**config.mk**
```make
export PLATFORM = sky130hd
export DESIGN_NAME = vec_add_sched
export DESIGN_NICKNAME = d
export VERILOG_FILES = /design/src/rtl/vec_add_pkg.sv /design/src/rtl/vec_lane_add.sv /design/src/rtl/vec_add_sched.sv
export SDC_FILE = /design/constraint.sdc
export NUM_CORES = 1
export LEC_CHECK = 0
export CORE_MARGIN = 4
export CORE_UTILIZATION = 48
export DETAILED_ROUTE_END_ITERATION = 10
export GPL_TIMING_DRIVEN = 0
export HOLD_SLACK_MARGIN = 0.1
export PLACE_DENSITY_LB_ADDON = 0.3
export SYNTH_ARGS = -nofsm -noshare
export SYNTH_HDL_FRONTEND = slang
export SYNTH_HIERARCHICAL = 1
export SYNTH_SLANG_ARGS = --single-unit
```
**constraint.sdc**
```tcl
create_clock -name clk -period 2.2 [get_ports clk]
set_input_delay 0.44 -clock clk [delete_from_list [all_inputs] [get_ports clk]]
set_output_delay 0.44 -clock clk [all_outputs]
set_load 0.05 [all_outputs]
```
**src/rtl/vec_add_pkg.sv**
```systemverilog
`default_nettype none
// +----------------------------------------------------------------------------+
// | Module   : vec_add_pkg                                                     |
// | Purpose  : Shared defaults, FSM state encoding and lane-vector type for    |
// |            the vec_add_sched shared lane-wise adder.                       |
// | Config   : VEC_ADD_SAT_EN (consumed by vec_lane_add)                       |
// | Revision : 1.0 - initial release                                           |
// +----------------------------------------------------------------------------+
package vec_add_pkg;

  localparam int C_LANE_W = 8;
  localparam int C_LANES  = 3;
  localparam int C_DW     = C_LANE_W * C_LANES;

  // Controller sequence, one state per cycle.
  typedef enum logic [1:0] {
    ST_IDLE = 2'd0,
    ST_LOAD = 2'd1,
    ST_EXEC = 2'd2,
    ST_DONE = 2'd3
  } state_t;

  // One lane and a packed vector of lanes at the default geometry.
  typedef logic [C_LANE_W-1:0]    lane_t;
  typedef lane_t [C_LANES-1:0]    lane_vec_t;

endpackage
`default_nettype wire

```
**src/rtl/vec_lane_add.sv**
```systemverilog
`default_nettype none
// +----------------------------------------------------------------------------+
// | Module   : vec_lane_add                                                    |
// | Purpose  : Combinational LANES-lane adder, no carry between lanes.         |
// |            Each lane's carry-out is reported on carry[lane].               |
// | Config   : VEC_ADD_SAT_EN defined -> a lane with carry-out saturates to    |
// |            all-ones; undefined -> lanes wrap modulo 2^LANE_W.              |
// | Revision : 1.0 - initial release                                           |
// +----------------------------------------------------------------------------+
module vec_lane_add
  import vec_add_pkg::*;
#(
  parameter int LANE_W = C_LANE_W,
  parameter int LANES  = C_LANES,
  localparam int DW    = LANE_W * LANES
) (
  input  logic [DW-1:0]    a,
  input  logic [DW-1:0]    b,
  output logic [DW-1:0]    sum,
  output logic [LANES-1:0] carry
);

  for (genvar gi = 0; gi < LANES; gi++) begin : g_lane
    // One extra bit per lane captures the carry-out without touching the neighbour.
    logic [LANE_W:0] w_ext;
    assign w_ext     = {1'b0, a[LANE_W*gi +: LANE_W]} + {1'b0, b[LANE_W*gi +: LANE_W]};
    assign carry[gi] = w_ext[LANE_W];
`ifdef VEC_ADD_SAT_EN
    assign sum[LANE_W*gi +: LANE_W] = w_ext[LANE_W] ? {LANE_W{1'b1}} : w_ext[LANE_W-1:0];
`else
    assign sum[LANE_W*gi +: LANE_W] = w_ext[LANE_W-1:0];
`endif
  end : g_lane

endmodule
`default_nettype wire

```
**src/rtl/vec_add_sched.sv**
```systemverilog
`default_nettype none
// +----------------------------------------------------------------------------+
// | Module   : vec_add_sched                                                   |
// | Purpose  : Shares one lane-wise vector adder between two requesters.       |
// |            IDLE (arbitrate) -> LOAD (latch operands) -> EXEC (add) ->      |
// |            DONE (count, flip priority) -> IDLE; ack pulses one cycle.      |
// | Config   : VEC_ADD_SAT_EN selects saturating lanes in vec_lane_add.        |
// | Revision : 1.0 - initial release                                           |
// +----------------------------------------------------------------------------+
module vec_add_sched
  import vec_add_pkg::*;
#(
  parameter int LANE_W = C_LANE_W,
  parameter int LANES  = C_LANES,
  parameter int CNT_W  = 16,
  localparam int DW    = LANE_W * LANES
) (
  input  logic             clk,
  input  logic             rst_n,
  input  logic [1:0]       req_i,
  input  logic [DW-1:0]    a0_i,
  input  logic [DW-1:0]    b0_i,
  input  logic [DW-1:0]    a1_i,
  input  logic [DW-1:0]    b1_i,
  output logic [1:0]       ack_o,
  output logic [DW-1:0]    res_o,
  output logic [LANES-1:0] ovf_o,
  output logic             busy_o,
  output logic [CNT_W-1:0] op_cnt_o
);

  localparam logic [CNT_W-1:0] C_CNT_ONE = CNT_W'(1);

  state_t           r_state;
  state_t           w_state_nxt;
  logic             r_grant;   // index of the requester being served
  logic             r_ptr;     // requester that wins a tie
  logic             w_pick;
  logic [DW-1:0]    r_a;
  logic [DW-1:0]    r_b;
  logic [DW-1:0]    r_res;
  logic [LANES-1:0] r_ovf;
  logic [1:0]       r_ack;
  logic [CNT_W-1:0] r_cnt;
  logic [DW-1:0]    w_sum;
  logic [LANES-1:0] w_carry;

  vec_lane_add #(
    .LANE_W (LANE_W),
    .LANES  (LANES)
  ) u_add (
    .a     (r_a),
    .b     (r_b),
    .sum   (w_sum),
    .carry (w_carry)
  );

  // State register.
  always_ff @(posedge clk) begin
    if (!rst_n) r_state <= ST_IDLE;
    else        r_state <= w_state_nxt;
  end

  // Next-state sequencing and arbitration: a lone requester wins, a tie goes to r_ptr.
  always_comb begin
    w_state_nxt = r_state;
    w_pick      = r_ptr;
    if (req_i == 2'b01)      w_pick = 1'b0;
    else if (req_i == 2'b10) w_pick = 1'b1;
    case (r_state)
      ST_IDLE: if (req_i != 2'b00) w_state_nxt = ST_LOAD;
      ST_LOAD: w_state_nxt = ST_EXEC;
      ST_EXEC: w_state_nxt = ST_DONE;
      ST_DONE: w_state_nxt = ST_IDLE;
      default: w_state_nxt = ST_IDLE;
    endcase
  end

  // Datapath: grant capture, operand latch, result capture, ack pulse and counter.
  always_ff @(posedge clk) begin
    if (!rst_n) begin
      r_grant <= 1'b0;
      r_ptr   <= 1'b0;
      r_a     <= '0;
      r_b     <= '0;
      r_res   <= '0;
      r_ovf   <= '0;
      r_ack   <= 2'b00;
      r_cnt   <= '0;
    end else begin
      r_ack <= 2'b00;
      case (r_state)
        ST_IDLE: if (req_i != 2'b00) r_grant <= w_pick;
        ST_LOAD: begin
          r_a <= r_grant ? a1_i : a0_i;
          r_b <= r_grant ? b1_i : b0_i;
        end
        ST_EXEC: begin
          r_res <= w_sum;
          r_ovf <= w_carry;
        end
        ST_DONE: begin
          r_ack <= r_grant ? 2'b10 : 2'b01;
          r_cnt <= r_cnt + C_CNT_ONE;
          r_ptr <= ~r_grant;
        end
        default: ;
      endcase
    end
  end

  assign ack_o    = r_ack;
  assign res_o    = r_res;
  assign ovf_o    = r_ovf;
  assign busy_o   = (r_state != ST_IDLE);
  assign op_cnt_o = r_cnt;

endmodule
`default_nettype wire

```
==> results of run 1 <==
## final timing paths
path | depth (start not counted) | start | endpoint | slack, ns
min | 2 | op_cnt_o[11]$_SDFFE_PN0N_ | op_cnt_o[11]$_SDFFE_PN0N_ | 0.49
max | 1 | op_cnt_o[0]$_SDFFE_PN0N_ | op_cnt_o[0] | 0.08
min reg2reg | 2 | op_cnt_o[11]$_SDFFE_PN0N_ | op_cnt_o[11]$_SDFFE_PN0N_ | 0.49
max reg2reg | 10 | r_a[16]$_SDFFE_PN0N_ | res_o[22]$_SDFFE_PN0N_ | 0.23
## layer usage
metal,GRT usage,part of all wire,vias up
met5,0,0,-
met4,0.06946,0.012,0
li1,-,-,2131
met3,0.03079,0.055,11
met1,0.2834,0.44,1990
met2,0.3719,0.49,125
## cell type report
type,count,area [sq um],area share
plain buffers,32,156.4,0.02323
clock buffers,11,141.4,0.02100
clock inverters,5,55.05,0.008178
inverters,13,48.80,0.007249
multi-input cells,374,2775,0.4123
flip-flops and latches,97,1942,0.2885
well taps,133,166.4,0.02472
repair buffers,145,1446,0.2149
## logic make-up (layout without fill, tap and decap cells)
logic type / Yosys count / in the layout
simple gates: 144 / 144
flops: 97 / 97
compound gates: 88 / 88
mux: 81 / 81
buf+inv: 45 / 206
fa+ha+maj: 33 / 33
xor+xnor: 28 / 28
## flip-flops by register name, indices dropped and copies added, names as in the netlist
name and cells:
r_a 24, r_b 24, res_o 24, op_cnt_o 16, ovf_o 3, ack_o 2
r_state 2, r_grant 1, r_ptr 1
## report_power, final
part           total (uW)  switching [uW]  internal [uW]  leakage (uW)
clock                1170             617            554     0.0000953
sequential           2540             308           2230      0.000793
combinational        3560            2060           1500       0.00168
## through the flow
stage                     power, uW  utilization  cells  worst slack, ns  hold WS, ns
final                          7267       0.6824    810          0.08304       0.4885
after detailed placement       6135       0.6626    794           0.1647       0.4807
after CTS                      7277       0.6824    810          0.04997       0.4942
after floorplan                5103            -    516           0.4355       0.4516
after global routing           7757       0.6824    810         0.007469       0.5145
after global placement         5999       0.6626    794           0.2203       0.4544
## cells in the mapped netlist, types with 3 or more instances
master	number	area (sq um)
buf_2	5	25.02
a21oi_2	7	61.31
o21ai_0	4	20.02
fa_1	3	60.06
buf_4	8	60.06
a21o_1	4	30.03
o21ai_1	3	15.01
and3_1	3	18.77
nand2_1	15	56.30
dfxtp_1	97	1942
nand2b_1	5	31.28
xor2_1	12	105.1
o21bai_1	4	30.03
nand3_1	4	20.02
a21oi_1	11	55.05
nor2_1	97	364.1
ha_1	30	375.4
a211oi_1	50	375.4
clkbuf_1	17	63.81
inv_1	11	41.29
nand4_1	7	43.79
xnor2_1	16	140.1
o21a_1	3	22.52
mux2i_1	81	810.8
## what timing repair did
action | 4_1_cts | 5_1_grt
buffers inserted | 0 | 0
pin swaps | 0 | 0
endpoints found under the setup margin | 1 | 2
endpoints found under the hold margin | 0 | 0
gates resized for setup | 1 | 3
==> metrics.md, run 1 <==
| Metric | Value |
|---|---|
| WP buf/inv | `1` |
| CP endpoint kind | `primary output` |
| Die area | `11930 sq um` |
| RSZ-0062 raised after global routing | `false` |
| Worst Max-Slew Pin Slew | `0.5926 ns` |
| Cell area after placement | `between 6000 and 7000 sq um` |
| Simple-gate share of the synthesized area | `0.1315` |
| WS Path Type | `reg -> out` |
| Relative slew slack | `0.6049` |
| Hold Fails Final Rpt | `0` |
| Tmin final | `roughly 2.1 ns` |
| Status | `finished, final reports clean` |
| PD cells | `roughly 1100 nW/um^2` |
| ANT cells | `0` |
| Worst stage delay on the critical path | `~0.85 ns` |
| Final setup vio count | `0` |
| #FFs+latches synth | `97` |
| Synth Cell Area | `4918 sq um` |
| Rows | `36` |
| Syn_area_per_cell | `9.532 sq um` |
| Post-synthesis sequential area ratio | `0.3948` |
| CTS tree | `done` |
| Max FO, Critical Path | `6` |
| Fin crit share | `0.9623` |
| Setup_tns | `0 ns` |
| Cells after synthesis | `516` |
| Root buf cell | `clkbuf_8` |
| Largest family of logic cells by synthesized area | `multiplexers` |
| IO Count | `146` |
| Clk_lat worst skew | `0.36 ns` |
| Clk slew on worst S/H paths | `0.09 ns` |
| Initial Utilization | `0.4986` |
| Grt ovf | `0` |
| Detail Placement HPWL | `about 10000 um` |
| CP Data Arrival Time | `~1.7 ns` |
| Hold Path Class | `reg -> reg` |
| Vias per cell | `5.256` |
| Share of flip-flops with an asynchronous set or reset | `0` |
| Core area | `~10000 sq um` |
| Via count | `4257` |
| Most frequent cells in the layout | `clkdlybuf4s50_1 (144), nor2_1 (97), dfxtp_1 (97), mux2i_1 (81), a211oi_1 (50)` |
| Ys Warns | `6` |
| First-pass GRT wire length | `20250 um` |
| Slowest-stage cell, CP | `clkdlybuf4s50_1` |
| Top FF cell, synth | `dfxtp_1` |
| WL per Instance | `16.10 um` |
| Synth Area in Compound Gates | `0.1287` |
| Most common cell after layout, fill and taps aside | `clkdlybuf4s50_1` |
| Die width | `109.2 um` |
| Maxcap violations | `0` |
| Post-DRT Antenna Nets | `0` |
| Routability cong. | `0.8497` |
| Netlist cell types | `36` |
| Post-synth EDFFs | `0` |
| Hold buffers post-CTS | `0` |
| Post-Synth Adder-Cell Area | `0.08853` |
| Worst path cell trace | `clkdlybuf4s50_1` |
| Final Skew | `0.008880 ns` |
| Fin. max-slew vios | `0` |
| Buffers on Ports | `between 100 and 150` |
| Number of remaining DRC errors | `0` |
| Syn nets | `approximately 650` |
| Largest delay share family, worst path | `buffers and inverters` |
| CTS H-tree lvls | `3` |
| Initial antenna violation count | `0` |
| Initial drt markers | `109` |
| First-pass DRT Iterations | `4` |
| Nets | `805` |
| Vias in the first global route | `roughly 4200` |
| Fmax | `about 0.47 GHz` |
| Clock sink total | `between 90 and 100` |
| XOR/XNOR Fraction of Synth Area | `0.04986` |
| Filler Cell Count | `806` |
| Worst vdd ir | `0.0004924 V` |
| P&R area growth vs syn | `36.86%` |
| CTS buffer count | `9` |
| Global-route total usage across every layer | `0.2177` |
| Fraction of layout instances using a drive strength above 1 | `0.06647` |
| Leak pwr | `0.002571 uW` |
| Post-Route WL | `13040 um` |
| Proportion of synthesized area in mux cells | `0.1648` |
| Design Area, Final | `6731 sq um` |
| Longest Clk Path Bufs | `2` |
| Pin count of the biggest net entering global routing | `16` |
| Required @ worst endpoint | `1.76 ns` |
| Die Span Y | `109.2 um` |
| Worst setup SP type | `register` |
(Power assumes the default switching activity.)
==> run 2: changes to the inputs <==
- CORE_ASPECT_RATIO: default -> 0.6
==> run 2 against run 1 <==
Highest routed layer unchanged. Clock-buffer cell count grew 3. Via count grew 1.8%. Maximum frequency grew 0.82%. Design area grew 1.8%. Sequential power is essentially flat. Largest cell class unchanged. Sequential cell count is the same. Critical endpoint is now busy_o. Power grew 6.5%.
==> metrics.md, run 2 (synthesis results as in run 1) <==
| Metric | Value |
|---|---|
| Number of remaining DRC errors | `0` |
| Worst Max-Slew Pin Slew | `0.6617 ns` |
| Post-DRT Antenna Nets | `0` |
| Fin crit share | `0.9545` |
| CP Data Arrival Time | `1.66 ns` |
| Final Skew | `0.004419 ns` |
| Initial drt markers | `218` |
| Longest Clk Path Bufs | `2` |
| Root buf cell | `clkbuf_16` |
| Clock sink total | `97` |
| Required @ worst endpoint | `~1.8 ns` |
| WL met1 | `6350 um` |
| PD cells | `1130 nW/um^2` |
| Worst path cell trace | `inv_1, ha_1, inv_2, clkdlybuf4s15_1` |
| Die area | `11980 sq um` |
| Tmin final | `2.100 ns` |
| Setup WS pre-CTS | `0.1609 ns` |
| Fraction of layout instances using a drive strength above 1 | `0.06352` |
| Hold Path Class | `reg -> reg` |
| Slowest-stage cell, CP | `clkdlybuf4s15_1` |
| WP buf/inv | `3` |
| Grt ovf | `0` |
| Highest routed layer | `met4` |
| Met2 Wirelength | `6047 um` |
| Vias in the first global route | `4412` |
| First-pass GRT wire length | `21920 um` |
| CTS buffer count | `9` |
| Most common cell after layout, fill and taps aside | `clkdlybuf4s50_1` |
| CTS tree | `done` |
| WS Path Type | `reg -> out` |
| CP endpoint kind | `primary output` |
| Clk_lat worst skew | `between 0.3 and 0.4 ns` |
| Initial Utilization | `0.4961` |
| Post-Route WL | `approximately 14000 um` |
| P&R area growth vs syn | `39.30%` |
| Clk slew on worst S/H paths | `0.06 ns` |
| Met3 routed WL | `967 um` |
| Leak pwr | `0.002628 uW` |
| Die width | `138.7 um` |
| Fin. max-slew vios | `0` |
| Design Area, Final | `6852 sq um` |
| Global-route total usage across every layer | `0.2280` |
| Worst vdd ir | `0.0006401 V` |
| Relative slew slack | `0.5588` |
| Rows | `28` |
| Detail Placement HPWL | `10490 um` |
| Largest delay share family, worst path | `buffers and inverters` |
| IO Count | `between 100 and 150` |
| Cell area after placement | `6539 sq um` |
| Worst setup SP type | `register` |
| Vias per cell | `about 5.3` |
| Hold Fails Final Rpt | `0` |
| Nets | `805` |
| Buffers on Ports | `145` |
| Via count | `4332` |
| ANT cells | `0` |
| Final setup vio count | `0` |
| Pin count of the biggest net entering global routing | `15` |
| Worst stage delay on the critical path | `around 0.49 ns` |
| WL per Instance | `16.67 um` |
| Final core occ | `0.6911` |
| Max FO, Critical Path | `4` |
| Setup ws final | `around 0.10 ns` |
| Setup_tns | `0 ns` |
| Most frequent cells in the layout | `clkdlybuf4s50_1 (144), nor2_1 (97), dfxtp_1 (97), mux2i_1 (81), a211oi_1 (50)` |
| Status | `finished, final reports clean` |
| RSZ-0062 raised after global routing | `false` |
| Core area | `9915 sq um` |
| Initial antenna violation count | `0` |
| CTS H-tree lvls | `3` |
| First-pass DRT Iterations | `4` |
| Routability cong. | `a little under 0.9` |
| Fmax | `0.4762 GHz` |
| Die Span Y | `86.41 um` |
| Maxcap violations | `0` |
==> run 2: area by class of cell <==
cell class / count / area, sq um
well taps: 135 / 168.9
plain buffers: 32 / 156.4
inverters: 13 / 48.80
clock inverters: 2 / 35.03
clock buffers: 14 / 274.0
multi-input cells: 374 / 2775
repair buffers: 145 / 1451
flip-flops and latches: 97 / 1942
fillers: 739 / 3063
==> run 2: through the flow <==
stage | hold slack [ns] | power, uW | std cells
final | 0.4754 | 7742 | 812
after global routing | 0.5061 | 8247 | 812
after CTS | 0.4811 | 7753 | 812
after detailed placement | 0.4693 | 6131 | 796
after global placement | 0.4580 | 6006 | 796
after floorplan | 0.4516 | 5103 | 516
==> run 2: final timing paths <==
path	to	depth (start not counted)	start	slack, ns
worst max-delay path	busy_o	4	r_state[0]$_SDFFE_PN0P_	0.10
worst min-delay path	op_cnt_o[15]$_SDFFE_PN0N_	2	op_cnt_o[15]$_SDFFE_PN0N_	0.48
worst max register to register	ovf_o[2]$_SDFFE_PN0N_	10	r_b[16]$_SDFFE_PN0N_	0.19
worst min register to register	op_cnt_o[15]$_SDFFE_PN0N_	2	op_cnt_o[15]$_SDFFE_PN0N_	0.48
==> run 2: per-layer routing <==
metal	up-vias	track usage
met2	157	0.3743
met1	2030	0.3064
met4	0	0.04973
met3	18	0.06119
li1	2127	-
met5	-	0
==> run 2: report_power, final <==
part / internal (uW) / leakage [uW] / total [uW] / switching, uW
Sequential: 2240 / 0.000793 / 2560 / 323
Clock: 973 / 0.000153 / 1610 / 637
Combinational: 1500 / 0.00168 / 3570 / 2070
==> run 2: worst min-delay path: stages, from the launching register on <==
cell and delay, ns:
dfxtp_1 0.32, nand2_1 0.06, mux2i_1 0.05
==> run 2: what timing repair did <==
item	4_1_cts	5_1_grt
hold buffers	0	0
setup buffers	0	0
setup endpoints to repair	1	3
gates resized for setup	1	2
